`config.mk`:
```
export PLATFORM = sky130hd
export DESIGN_NAME = spongent_squeeze_flat
export DESIGN_NICKNAME = d
export VERILOG_FILES = /design/src/rtl/spongent_squeeze_if.sv /design/src/rtl/spongent_squeeze.sv /design/src/flat_wrapper.sv
export SDC_FILE = /design/constraint.sdc
export NUM_CORES = 1
export LEC_CHECK = 0
export ABC_AREA = 1
export CAP_MARGIN = 30
export CORE_AREA = 2 2 413 415
export CTS_CLUSTER_DIAMETER = 30
export DETAILED_ROUTE_END_ITERATION = 12
export DIE_AREA = 0 0 415 417
export GPL_ROUTABILITY_DRIVEN = 1
export GPL_TIMING_DRIVEN = 0
export MAX_ROUTING_LAYER = met4
export SLEW_MARGIN = 20
export SYNTH_ARGS = -nofsm -noshare
export SYNTH_HDL_FRONTEND = slang
export SYNTH_SLANG_ARGS = --single-unit
```
`constraint.sdc`:
```
create_clock -name clk -period 2.41 [get_ports clk]
set_input_delay 0.241 -clock clk [delete_from_list [all_inputs] [get_ports clk]]
set_output_delay 0.241 -clock clk [all_outputs]
set_load 0.01 [all_outputs]
```
`src/rtl/spongent_squeeze_if.sv`:
```
// Signal bundle for the Spongent squeeze stage.
// It carries three groups of signals: the start request with the absorbed
// state, the RATE-wide digest block stream, and the request/response link
// to the external permutation engine.
interface spongent_squeeze_if #(
  parameter int STATE_W = 264,
  parameter int RATE    = 8,
  parameter int HASH_W  = 256
);
  // start request from the absorb stage
  logic               en;
  logic [STATE_W-1:0] state_in;
  // digest block stream
  logic [RATE-1:0]    blk_out;
  logic               blk_valid;
  logic               blk_ready;
  // permutation engine link
  logic               perm_start;
  logic [STATE_W-1:0] perm_state_out;
  logic [STATE_W-1:0] perm_state_in;
  logic               perm_done;
  // parallel digest
  logic [HASH_W-1:0]  hash_out;
  logic               rdy;

  // the squeeze block itself
  modport master (
    input  en, state_in, blk_ready, perm_state_in, perm_done,
    output blk_out, blk_valid, perm_start, perm_state_out, hash_out, rdy
  );

  // the surroundings: absorb stage, consumer and permutation engine
  modport slave (
    output en, state_in, blk_ready, perm_state_in, perm_done,
    input  blk_out, blk_valid, perm_start, perm_state_out, hash_out, rdy
  );
endinterface

```
`src/rtl/spongent_squeeze.sv`:
```
// Spongent squeeze phase.
// The block captures the absorbed state when en is seen. It then emits the
// digest RATE bits at a time and requests one external permutation between
// consecutive blocks. Every accepted block is also shifted into a parallel
// digest register, so the first block ends up in the MSBs.
// HASH_W must be a multiple of RATE.
module spongent_squeeze #(
  parameter int STATE_W = 264,
  parameter int RATE    = 8,
  parameter int HASH_W  = 256
) (
  input logic                clk,
  input logic                rst,
  spongent_squeeze_if.master io
);

  localparam int NBLK  = HASH_W / RATE;
  localparam int CNT_W = (NBLK > 1) ? $clog2(NBLK) : 1;
  localparam logic [CNT_W-1:0] LAST_BLK = CNT_W'(NBLK - 1);

  typedef enum logic [1:0] {
    IDLE,
    OUT,
    PERM,
    DONE
  } state_e;

  state_e             state_q, state_d;
  logic [STATE_W-1:0] work_q, work_d;      // working sponge state
  logic [STATE_W-1:0] pso_q, pso_d;        // copy handed to the engine
  logic [CNT_W-1:0]   cnt_q, cnt_d;        // index of the block on offer
  logic [HASH_W-1:0]  hash_q, hash_d;      // assembled digest
  logic               perm_start_q, perm_start_d;

  // Next-state and datapath updates for the squeeze sequencer
  always_comb begin
    // NOTE: every signal written here gets a default first, so no path can
    // leave one unassigned and infer a latch.
    state_d      = state_q;
    work_d       = work_q;
    pso_d        = pso_q;
    cnt_d        = cnt_q;
    hash_d       = hash_q;
    perm_start_d = 1'b0;

    unique case (state_q)
      IDLE: begin
        if (io.en) begin
          work_d  = io.state_in;
          cnt_d   = '0;
          hash_d  = '0;
          state_d = OUT;
        end
      end

      OUT: begin
        if (io.blk_ready) begin
          hash_d = (hash_q << RATE) | HASH_W'(work_q[RATE-1:0]);
          if (cnt_q == LAST_BLK) begin
            state_d = DONE;
          end else begin
            cnt_d        = cnt_q + CNT_W'(1);
            pso_d        = work_q;
            perm_start_d = 1'b1;
            state_d      = PERM;
          end
        end
      end

      PERM: begin
        // A done that arrives together with the request belongs to no
        // request of ours, so it is only accepted after the first cycle.
        if (io.perm_done && !perm_start_q) begin
          work_d  = io.perm_state_in;
          state_d = OUT;
        end
      end

      DONE: begin
        // A held en must not restart the squeeze; only en=0 re-arms it.
        if (!io.en) begin
          state_d = IDLE;
        end
      end

      default: state_d = IDLE;
    endcase
  end

  // State register; reset aborts any operation in flight
  always_ff @(posedge clk or negedge rst) begin
    // NOTE: the wide state and digest registers are reset as well. That
    // keeps every output at zero right out of reset, not merely the
    // control bits.
    if (!rst) begin
      state_q      <= IDLE;
      work_q       <= '0;
      pso_q        <= '0;
      cnt_q        <= '0;
      hash_q       <= '0;
      perm_start_q <= 1'b0;
    end else begin
      // NOTE: non-blocking assignments here. Every flop then samples the
      // pre-edge values computed in the always_comb above.
      state_q      <= state_d;
      work_q       <= work_d;
      pso_q        <= pso_d;
      cnt_q        <= cnt_d;
      hash_q       <= hash_d;
      perm_start_q <= perm_start_d;
    end
  end

  // Outputs come straight from registers or the current state
  assign io.blk_valid      = (state_q == OUT);
  assign io.blk_out        = (state_q == OUT) ? work_q[RATE-1:0] : '0;
  assign io.perm_start     = perm_start_q;
  assign io.perm_state_out = pso_q;
  assign io.hash_out       = hash_q;
  assign io.rdy            = (state_q == DONE);

endmodule

```
`src/flat_wrapper.sv`:
```
// flat-port wrapper written by rule: the top's interface ports become plain ports
module spongent_squeeze_flat 
#(
  parameter int STATE_W = 264,
  parameter int RATE    = 8,
  parameter int HASH_W  = 256
)
  (clk, rst, io_en, io_state_in, io_blk_ready, io_perm_state_in, io_perm_done, io_blk_out, io_blk_valid, io_perm_start, io_perm_state_out, io_hash_out, io_rdy);
  spongent_squeeze_if #(.STATE_W(STATE_W), .RATE(RATE), .HASH_W(HASH_W)) io_i ();
  input logic clk;
  input logic rst;
  input wire logic [$bits(io_i.en)-1:0] io_en;
  input wire logic [$bits(io_i.state_in)-1:0] io_state_in;
  input wire logic [$bits(io_i.blk_ready)-1:0] io_blk_ready;
  input wire logic [$bits(io_i.perm_state_in)-1:0] io_perm_state_in;
  input wire logic [$bits(io_i.perm_done)-1:0] io_perm_done;
  output wire logic [$bits(io_i.blk_out)-1:0] io_blk_out;
  output wire logic [$bits(io_i.blk_valid)-1:0] io_blk_valid;
  output wire logic [$bits(io_i.perm_start)-1:0] io_perm_start;
  output wire logic [$bits(io_i.perm_state_out)-1:0] io_perm_state_out;
  output wire logic [$bits(io_i.hash_out)-1:0] io_hash_out;
  output wire logic [$bits(io_i.rdy)-1:0] io_rdy;
  assign io_i.en = io_en;
  assign io_i.state_in = io_state_in;
  assign io_i.blk_ready = io_blk_ready;
  assign io_i.perm_state_in = io_perm_state_in;
  assign io_i.perm_done = io_perm_done;
  assign io_blk_out = io_i.blk_out;
  assign io_blk_valid = io_i.blk_valid;
  assign io_perm_start = io_i.perm_start;
  assign io_perm_state_out = io_i.perm_state_out;
  assign io_hash_out = io_i.hash_out;
  assign io_rdy = io_i.rdy;
  spongent_squeeze #(.STATE_W(STATE_W), .RATE(RATE), .HASH_W(HASH_W)) u_core (.clk(clk), .rst(rst), .io(io_i));
endmodule
```
==> out/qor.yml, run 1 <==
worst_setup_path:
  critical_path_peak_fanout: 9
  worstSetupEndpointType: "primary output"
  crit_path_start: "u_core.state_q[1]$_DFFE_PN0P_"
  cp.arrival_ns: 2.09
  worstRegToRegCells: 8
  r2r_start: "u_core.state_q[0]$_DFFE_PN0P_"
  worst_r2r_endpoint: "u_core.work_q[186]$_DFFE_PN0P_"
  r2r_setup_slack_ns: 0.12
  worstSetupPathType: "reg2out"
  cp.required_ns: 2.17
  startpoint_type: "flop"
placement:
  io_buffers: 1062
  place.gp.congestion: 0.978
  dpl_worst_slack_ns: -0.588
  dp_hpwl_um: 138000
logic_synthesis:
  syn-num-nets: 4533
  synth_top_area_share_pct: 59.7
  synth.area.top_cells: "dfrtp_1 (60%), nand2_1 (21%), o21ai_0 (6.6%)"
  syn_area_per_cell_um2: 8.31
  syn_area_mm2: 0.0332
  yosysSeqAreaShare_pct: 59.7
  syn_inst: 3998
  synth-seq-cells: 792
  yosys_warnings: 0
  synth_area_leader_cell: "dfrtp_1"
  yosysUniqueCellTypes: 21
timing:
  tightest_slew_ns: 0.677
  layout_min_cycle_time_ns: 2.33
  setup_violations: 0
  relSlewSlack_pct: 54.9
  fmax_mhz: 429
  maxSlewViolCount: 0
  grt_setup_unrepaired: "true"
  skew_ns: 0.0920
  fin_crit_sh_pct: 96.7
  finalHoldViolCount: 0
  fin_ws_ns: 0.0786
clocking:
  clock-sinks: 792
  numCtsBuffers: 213
  htree_levels: 4
  cts-root-buf: "clkbuf_16"
  clockBufferDepth: 3
  post_cts_buffers: 0
  cts_tree: "yes"
  worst_skew_pair.late_latency_ns: 0.85
  clkTransAtPathRegs_ns: 0.04
finish:
  syn_to_final_growth_pct: 67.0
  regArea_mm2: 0.0198
  fillCellCount: 17546
  final_cell_mix: "nand2_1 (1,824), clkdlybuf4s50_1 (1,051), dfrtp_1 (789)"
  multi_input_area_mm2: 0.0111
  nets: 5848
  final_common_cell: "nand2_1"
  drive_gt1_share_pct: 11.0
power_and_ir_drop:
  p_total_uw: 75400
  max-vdd-ir-drop_v: 0.000786
  p_leak_uw: 0.0273
  power_density_mw_per_mm2: 1360
floorplanning:
  io_pins: 1064
  die_y_um: 417
  die_w_um: 415
  placementRows: 151
  dieArea_mm2: 0.173
  design.core.area_mm2: 0.169
  initial_core_util_pct: 19.7
flow_run:
  cap_viol_max_count: 0
detailed_routing:
  dr.pass1.iters: 5
  routed_wl_um: 174000
  wl_per_cell_um: 22.5
  drt_drc_violations_left: 0
  vias_per_cell: 4.27
  vias: 33070
  drt_iter0_drc: 2774
  ant_nets: 0
global_routing:
  overflow: 0
  track_usage_pct: 20.1
  grt_pass1_wl_um: 242000
  antenna_found_initial: 45
  grt_max_degree: 135
  grt_pass1_vias: 33066
worst_hold_path:
  hold_class: "in2async"
outcome:
  status: "complete, no violations"
==> how the worst max path moves through the flow <==
stage,endpoint,slack [ns]
after CTS,u_core.io.perm_state_out[57]$_DFFE_PN0P_,-0.19
after global routing,u_core.io.perm_state_out[203]$_DFFE_PN0P_,-0.004
after floorplan,u_core.io.perm_state_out[254]$_DFFE_PN0P_,0.68
final,io_blk_out[7],0.08
after detailed placement,u_core.work_q[207]$_DFFE_PN0P_,-0.59
after global placement,u_core.io.perm_state_out[89]$_DFFE_PN0P_,-35.96
==> registers in the layout, summed over array words and instances, names as in the netlist <==
register,count
u_core.cnt_q,5
u_core.io.perm_start,1
u_core.io.perm_state_out,264
u_core.io.hash_out,256
u_core.state_q,2
u_core.work_q,264
==> layout make-up <==
class,count,share of cell area [%]
Antenna cell,21,0.0947
Buffer,267,2.52
Clock buffer,273,10.6
Clock inverter,129,4.03
Inverter,281,1.91
Multi-Input combinational cell,2657,20.0
Sequential cell,792,35.7
Tap cell,2218,5.00
Timing Repair Buffer,1101,20.1
==> synth_stat cells <==
cell type,n
or2_2,2
clkbuf_1,90
a21oi_1,2
ha_1,2
nor2_4,1
nand2_2,2
inv_2,2
buf_1,6
inv_1,278
nand2_1,1826
nand3_1,254
buf_2,129
o21ai_1,115
dfrtp_1,792
nand4_1,1
buf_4,27
inv_4,1
nor2_1,12
o21ai_0,437
clkbuf_2,16
nand3_2,3
==> layer usage <==
metal	track usage [%]	routed length (µm)	part of all wire (%)
met2	33.1	85600	49
met1	22.5	67700	39
met3	5.64	12600	7.2
met4	9.77	8560	4.9
met5	-	0	0
==> through the flow <==
| step | cell area (µm²) | utilization (%) | instances | hold WS [ns] | setup TNS, ns |
|---|---|---|---|---|---|
| final | 55500 | 32.9 | 7739 | 0.0270 | 0 |
| after CTS | 55300 | 32.8 | 7716 | -0.0444 | -14.87 |
| after global routing | 55500 | 32.9 | 7736 | 0.0286 | -0.0153 |
| after global placement | 46600 | 27.7 | 7278 | 0.450 | - |
| after floorplan | 33200 | - | 3998 | -0.0546 | 0 |
| after detailed placement | 46800 | 27.8 | 7286 | 0.270 | -108.08 |
==> critical path, stage by stage (launching register included) <==
cell             delay [ns]
dfrtp_1                0.35
buf_4                  0.16
inv_2                  0.11
nand2_4                0.11
nor2_2                 0.15
buf_4                  0.13
clkdlybuf4s15_2        0.25
==> timing repair <==
action                     in CTS  in global routing
hold buffers                   28                  0
gates resized for setup        68                 46
hold endpoints to repair      334                  0
setup endpoints to repair     319                488
gates cloned                    0                  3
==> power breakdown <==
part / internal, µW / switching [µW] / total [µW]
logic: 8510 / 14800 / 23300
clock network: 22500 / 9250 / 31700
registers: 17800 / 2640 / 20400
total: 48700 / 26700 / 75400
==> cells by family after synthesis <==
kind of cell,after synthesis,synth area share (%)
adder cells (fa/ha/maj),2,0.0753
buffers and inverters,549,7.07
AO/OA/AOI/OAI,554,8.35
AND/OR/NAND/NOR,2101,24.8
flip-flops,792,59.7
(Power assumes the default switching activity.)
==> run 2: changes to the inputs <==
ABC_AREA = default   (was 1)
CORE_AREA = 2 2 420 422   (was 2 2 413 415)
DIE_AREA = 0 0 422 424   (was 0 0 415 417)
SLEW_MARGIN = default   (was 20)
clock period = 2.4 ns   (was 2.41 ns; I/O delays follow)
==> run 2 against run 1 <==
Utilization fell by 1.0 points. Highest routed layer unchanged. Routed wire length fell by 13%. Final area increased by 0.65%. First-iteration DRC count shrank 44%. The flow now finishes with violations (negative setup slack). Combinational power increased by 17%.
==> out/qor.yml, run 2 <==
detailed_routing:
  wl_per_cell_um: 25.8  # +15%
  vias: 24181  # -27%
  drt_iter0_drc: 1546  # -44%
  routed_wl_um: 153000  # -13%
  drt_drc_violations_left: 0  # unchanged
  ant_nets: 0  # unchanged
  dr.pass1.iters: 5  # unchanged
  vias_per_cell: 4.09  # -4.3%
timing:
  setup_violations: 145  # +145
  relSlewSlack_pct: 50.8  # -4.0 points
  fmax_mhz: 397
  finalHoldViolCount: 0  # unchanged
  tightest_slew_ns: 0.738  # +0.0606 ns
  grt_setup_unrepaired: "true"
  layout_min_cycle_time_ns: 2.52
  fin_crit_sh_pct: 105
  fin_ws_ns: -0.122  # -0.200 ns
  skew_ns: 0.0671  # -0.0249 ns
  fin_tns_setup_ns: -7.66  # -7.66 ns
  maxSlewViolCount: 0  # unchanged
power_and_ir_drop:
  power_density_mw_per_mm2: 1380  # +1.4%
  max-vdd-ir-drop_v: 0.000825  # +5.0%
  p_leak_uw: 0.0236  # -13%
worst_setup_path:
  worstSetupPathType: "reg2reg"
  crit_path_start: "u_core.cnt_q[0]$_DFFE_PN0P_"
  cp.required_ns: 3.09  # +0.92 ns
  worst_r2r_endpoint: "u_core.io.perm_state_out[111]$_DFFE_PN0P_"
  endpoint: "u_core.io.perm_state_out[111]$_DFFE_PN0P_"
  worstRegToRegCells: 10  # +2
  startpoint_type: "flop"
  worstSetupEndpointType: "flop"
  r2r_setup_slack_ns: -0.12  # -0.24 ns
  cp.arrival_ns: 3.22  # +1.13 ns
  critical_path_peak_fanout: 9  # unchanged
  r2r_start: "u_core.cnt_q[0]$_DFFE_PN0P_"
placement:
  place.gp.congestion: 0.941  # -3.8%
  io_buffers: 1063  # +0.094%
  dpl_worst_slack_ns: -0.561  # +0.0265 ns
  dp_hpwl_um: 116000  # -16%
logic_synthesis:
  yosysUniqueCellTypes: 30  # +43%
  synth_top_family_by_area: "multiplexers"
  synth.most_common_cell: "dfrtp_1"
  yosysSeqAreaShare_pct: 61.0  # +1.4 points
  synth_common_cells: "dfrtp_1 (792), mux2_2 (688), a22o_1 (258)"
  yosys_warnings: 0  # unchanged
  synth_top_area_share_pct: 61.0  # +1.4 points
  syn_inst: 2042  # -49%
  synth-async-reset-ratio_pct: 100  # unchanged
  synth.area.top_cells: "dfrtp_1 (61%), mux2_2 (24%), a22o_1 (7.0%)"
  syn_area_per_cell_um2: 15.9  # +91%
  syn_area_mm2: 0.0325  # -2.2%
  synth-seq-cells: 792  # unchanged
  synth_area_leader_cell: "dfrtp_1"
  syn-num-nets: 2577  # -43%
  synthSimpleGateAreaFrac_pct: 0.555  # -24 points
  ys.flop_type: "dfrtp_1"
  yosys-mux-area-fraction_pct: 27.6  # +28 points
  synth_compound_area_share_pct: 7.16  # -1.2 points
  synthAdderAreaFrac_pct: 0.0771  # +0.0017 points
  synth_edf_count: 0  # unchanged
  synth-xor-area-share_pct: 0  # unchanged
clocking:
  cts-root-buf: "clkbuf_16"
  clockBufferDepth: 3  # unchanged
  worst_skew_pair.late_latency_ns: 0.81  # -0.04 ns
  clock-sinks: 792  # unchanged
  clkTransAtPathRegs_ns: 0.05  # about the same
  htree_levels: 4  # unchanged
  numCtsBuffers: 201  # -5.6%
  cts_tree: "yes"
outcome:
  violations: "negative setup slack"
  status: "finished, violations left"
finish:
  syn_to_final_growth_pct: 72.0
  drive_gt1_share_pct: 38.8  # +28 points
  utilization_pct: 31.9  # -1.0 points
  final_common_cell: "clkdlybuf4s50_1"
  nets: 3910  # -33%
  final_cell_mix: "clkdlybuf4s50_1 (1,051), dfrtp_1 (791), mux2_2 (601)"
global_routing:
  grt_pass1_vias: 25422  # -23%
  antenna_found_initial: 45  # unchanged
  grt_pass1_wl_um: 206000  # -15%
  track_usage_pct: 16.9  # -3.2 points
  overflow: 0  # unchanged
  grt_max_degree: 113  # -16%
floorplanning:
  initial_core_util_pct: 18.6  # -1.1 points
  dieArea_mm2: 0.179  # +3.4%
  die_y_um: 424  # +1.7%
  io_pins: 1064  # unchanged
  design.core.area_mm2: 0.175  # +3.8%
  die_w_um: 422  # +1.7%
  placementRows: 154  # +2.0%
flow_run:
  cap_viol_max_count: 0  # unchanged
worst_hold_path:
  hold_class: "in2reg"
## run 2: cell count changes after synthesis, sizes merged, moves of 11 or more
cell	before	now
mux2	0	793
nor2	13	2
nand2	1828	3
nand3	257	0
a22o	0	258
inv	281	1
clkbuf	106	5
o21ai	552	3
## run 2: worst min-delay path by stage
| stage | start | to | slack [ns] | depth (start not counted) |
|---|---|---|---|---|
| after floorplan | rst | u_core.cnt_q[0]$_DFFE_PN0P_ | -0.06 | 0 |
| after global placement | u_core.work_q[60]$_DFFE_PN0P_ | u_core.io.perm_state_out[60]$_DFFE_PN0P_ | 0.47 | 1 |
| after detailed placement | rst | u_core.work_q[225]$_DFFE_PN0P_ | 0.28 | 1 |
| after CTS | io_perm_state_in[46] | u_core.work_q[46]$_DFFE_PN0P_ | 0.08 | 3 |
| after global routing | io_state_in[46] | u_core.work_q[46]$_DFFE_PN0P_ | 0.12 | 3 |
| final | io_perm_state_in[46] | u_core.work_q[46]$_DFFE_PN0P_ | 0.17 | 3 |
## run 2: repair_timing
item / in CTS / in global routing
buffers inserted: 31 / 10
hold buffers: 5 / 0
pin swaps: 1 / 4
cloned: 13 / 13
endpoints found under the hold margin: 147 / 0
resized for setup: 250 / 128
setup endpoints to repair: 403 / 371
## run 2: report_power, final
part / internal [µW] / leakage, µW / switching (µW)
sequential: 18300 / 0.00990 / 2910
combinational: 15600 / 0.0102 / 11700
clock: 19500 / 0.00350 / 8970
## run 2: per-layer routing
| layer | wire (µm) | part of all wire [%] | vias to the layer above | GRT usage [%] |
|---|---|---|---|---|
| met5 | 0 | 0 | - | - |
| met2 | 76200 | 50 | 948 | 27.7 |
| li1 | - | - | 10343 | - |
| met3 | 9710 | 6.4 | 226 | 4.24 |
| met4 | 4140 | 2.7 | 0 | 5.24 |
| met1 | 62600 | 41 | 12664 | 20.4 |
## run 2: through the flow
stage	area, µm²	power (µW)	hold slack (ns)	cells
floorplan	32500	32900	-0.0556	2042
global placement	46000	44700	0.467	5445
detailed placement	46200	45000	0.276	5452
CTS	55100	76400	0.0809	5871
global route	55800	80200	0.116	5902
finish	55800	77000	0.167	5911
## run 2: critical path, stage by stage, from the launching register on
cell and delay, ns:
dfrtp_1 0.38, ha_2 0.19, and3_4 0.18, ha_4 0.16, nor4bb_4 0.25, buf_4 0.16, buf_12 0.11, buf_12 0.14
buf_16 0.20, bufbuf_16 0.29, mux2_2 0.32
## run 2: final cells by class
cell class	count	area [µm²]
diodes	27	67.6
plain buffers	147	1440
clock buffers	254	5550
clock inverters	118	1700
fillers	17354	119000
inverters	1	3.75
multi-input cells	1092	12200
flip-flops and latches	792	19800
well taps	2340	2930
repair buffers	1140	12100
## run 2: logic make-up (layout without fill, tap and decap cells)
group	Yosys count	count (layout)
buf+inv	158	1660
mux	795	795
compound gates	267	267
fa+ha+maj	2	2
simple gates	28	28
flops	792	792
other cells	0	27
==> run 3: changes to the inputs <==
SKIP_CTS_REPAIR_TIMING = 1   (was default)
==> run 3 against run 2 <==
The flow still finishes with violations (negative setup slack). Clock-buffer cell count stayed put. Setup slack worse by 0.0026 ns. Clock power hardly changed. Fmax is 0.10% lower. Die area stayed put. Clock skew is 0.0060 ns higher. Sequential cell count stayed put. Critical endpoint is now u_core.io.perm_state_out[125]$_DFFE_PN0P_. Largest cell class unchanged.
==> out/qor.yml, run 3 (synthesized netlist as in run 2, its figures left out) <==
power_and_ir_drop:
  comb_power_share_pct: 34.7  # -0.8 points
  power_frac_clock_pct: 37.5  # +0.5 points
  p_leak_uw: 0.0233  # -1.4%
  power_density_mw_per_mm2: 1380  # -0.14%
  max-vdd-ir-drop_v: 0.000742  # -10%
  netSwitchingFraction_pct: 30.7  # +0.13 points
  p_total_uw: 75900  # -1.3%
  seqPwrFrac_pct: 27.9  # +0.3 points
  power_switching_uw: 23300  # -0.92%
  p_int_uw: 52600  # -1.5%
outcome:
  status: "finished, violations left"
  violations: "negative setup slack"
timing:
  setup_violations: 185  # +28%
  fin_ws_ns: -0.124  # -0.00256 ns
  relSlewSlack_pct: 51.1  # +0.32 points
  maxSlewViolCount: 0  # unchanged
  grt_setup_unrepaired: "true"
  tightest_slew_ns: 0.733  # -0.00477 ns
  skew_ns: 0.0731  # +0.00598 ns
  fin_crit_sh_pct: 105  # +0.11 points
  finalHoldViolCount: 0  # unchanged
  fmax_mhz: 396  # -0.10%
  layout_min_cycle_time_ns: 2.52  # +0.00256 ns
flow_run:
  cap_viol_max_count: 0  # unchanged
worst_hold_path:
  hold_class: "in2async"
worst_setup_path:
  worstSetupEndpointType: "flop"
  cp_cell_sequence: "ha_2, and3_4, ha_4, nor4bb_4, clkbuf_16, buf_16, buf_12, mux2_2"
  worstSetupPathType: "reg2reg"
  crit_slowest_cell: "dfrtp_1"
  critical_path_peak_fanout: 10  # +1
  cp.required_ns: 3.03  # -0.06 ns
  startpoint_type: "flop"
  cpPeakStageDelay_ns: 0.40  # +0.02 ns
  cp.arrival_ns: 3.15  # -0.07 ns
clocking:
  clkTransAtPathRegs_ns: 0.04  # about the same
  numCtsBuffers: 201  # unchanged
  clock-sinks: 792  # unchanged
  clockBufferDepth: 3  # unchanged
  cts_tree: "yes"
  cts-root-buf: "clkbuf_16"
  worst_skew_pair.late_latency_ns: 0.82  # about the same
  htree_levels: 4  # unchanged
placement:
  dp_hpwl_um: 116000  # unchanged
  place.gp.congestion: 0.941  # unchanged
  io_buffers: 1063  # unchanged
  dp.cells: 5452  # unchanged
detailed_routing:
  met3_length_um: 8760  # -9.7%
  routed_wl_um: 152000  # -0.55%
  ant_nets: 0  # unchanged
  vias: 24019  # -0.67%
  vias_per_cell: 4.09  # about the same
  top_layer: "met4"
  met2WireLength_um: 75400  # -0.98%
  wl_met1_um: 63600  # +1.5%
  wl_per_cell_um: 25.8  # about the same
  drt_drc_violations_left: 0  # unchanged
  dr.pass1.iters: 5  # unchanged
  drt_iter0_drc: 1505  # -2.7%
global_routing:
  track_usage_pct: 16.5  # -0.40 points
  grt_pass1_wl_um: 202000  # -2.3%
  antenna_found_initial: 40  # -11%
  overflow: 0  # unchanged
  grt_pass1_vias: 24969  # -1.8%
  grt_max_degree: 113  # unchanged
floorplanning:
  initial_core_util_pct: 18.6  # unchanged
  io_pins: 1064  # unchanged
  design.core.area_mm2: 0.175  # unchanged
  dieArea_mm2: 0.179  # unchanged
  die_y_um: 424  # unchanged
  placementRows: 154  # unchanged
  die_w_um: 422  # unchanged
finish:
  final_cell_mix: "clkdlybuf4s50_1 (1,052), dfrtp_1 (791), mux2_2 (604)"
  stdcell_count: 5873  # -0.64%
  syn_to_final_growth_pct: 69.9
  drive_gt1_share_pct: 37.2  # -1.7 points
  final_common_cell: "clkdlybuf4s50_1"
  fillCellCount: 17438  # +0.48%
  nets: 3885  # -0.64%
-- run 3: changes by cell type in the layout (fill, tap and decap cells not counted), sizes merged --
cell           previous run  this run
diode                    27        14
clkdlybuf4s50          1051      1052
bufbuf                    3         0
clkbuf                  273       278
dlymetal6s2s              0         3
dlygate4sd3               2         1
dlygate4sd2               2         0
buf                     210       182
-- run 3: power groups by stage --
| stage | logic [µW] | clock network, µW | registers (µW) |
|---|---|---|---|
| 5_1_grt | 27700 | 29700 | 21700 |
| 6_report | 26300 | 28500 | 21200 |
| 4_1_cts | 24000 | 28900 | 21000 |
| 2_1_floorplan | 11300 | 0 | 21500 |
| 3_3_place_gp | 23600 | 0 | 21100 |
| 3_5_place_dp | 23900 | 0 | 21100 |
-- run 3: final timing paths --
check / start / endpoint / slack (ns) / cells after the start
hold reg to reg: u_core.work_q[65]$_DFFE_PN0P_ / u_core.io.perm_state_out[65]$_DFFE_PN0P_ / 0.45 / 1
setup reg to reg: u_core.cnt_q[1]$_DFFE_PN0P_ / u_core.io.perm_state_out[125]$_DFFE_PN0P_ / -0.12 / 8
setup / recovery: u_core.cnt_q[1]$_DFFE_PN0P_ / u_core.io.perm_state_out[125]$_DFFE_PN0P_ / -0.12 / 8
min in group clk: io_perm_state_in[46] / u_core.work_q[46]$_DFFE_PN0P_ / 0.17 / 3
hold / removal: rst / u_core.work_q[225]$_DFFE_PN0P_ / 0.08 / 3
max in group asynchronous: rst / u_core.io.hash_out[201]$_DFFE_PN0P_ / 0.59 / 5
-- run 3: area by class of cell --
type	instances	area, µm²	share of cell area, %
clock buffers	254	5550	10.1
repair buffers	1111	11500	20.9
inverters	1	3.75	0.00681
multi-input cells	1092	12100	21.9
clock inverters	118	1700	3.09
flip-flops and latches	792	19800	35.9
diodes	14	35.0	0.0635
plain buffers	151	1520	2.76
well taps	2340	2930	5.31
-- run 3: worst max-delay path: cells and delay by family, from the launching register on --
kind / cells / cell delay [ns]
buffers and inverters: 3 / 0.63
AND/OR/NAND/NOR: 2 / 0.52
flip-flops: 1 / 0.40
adder cells (fa/ha/maj): 2 / 0.37
multiplexers: 1 / 0.34
-- run 3: per-stage QoR --
stage | TNS, ns | hold WS [ns] | util, % | setup slack (ns) | area (µm²)
after floorplan | 0 | -0.0556 | - | 0.236 | 32500
after detailed placement | -189.50 | 0.276 | 26.4 | -0.561 | 46200
after CTS | -120.31 | -0.604 | 30.6 | -0.682 | 53500
after global routing | -21.59 | 0.0893 | 31.5 | -0.188 | 55100
final | -7.98 | 0.0760 | 31.5 | -0.124 | 55200
after global placement | - | 0.467 | 26.3 | -35.58 | 46000
-- run 3: metal layers --
| layer | track usage (%) | vias up |
|---|---|---|
| met4 | 4.79 | 0 |
| met2 | 27.2 | 955 |
| met5 | - | - |
| li1 | - | 10277 |
| met3 | 4.02 | 245 |
| met1 | 19.9 | 12542 |
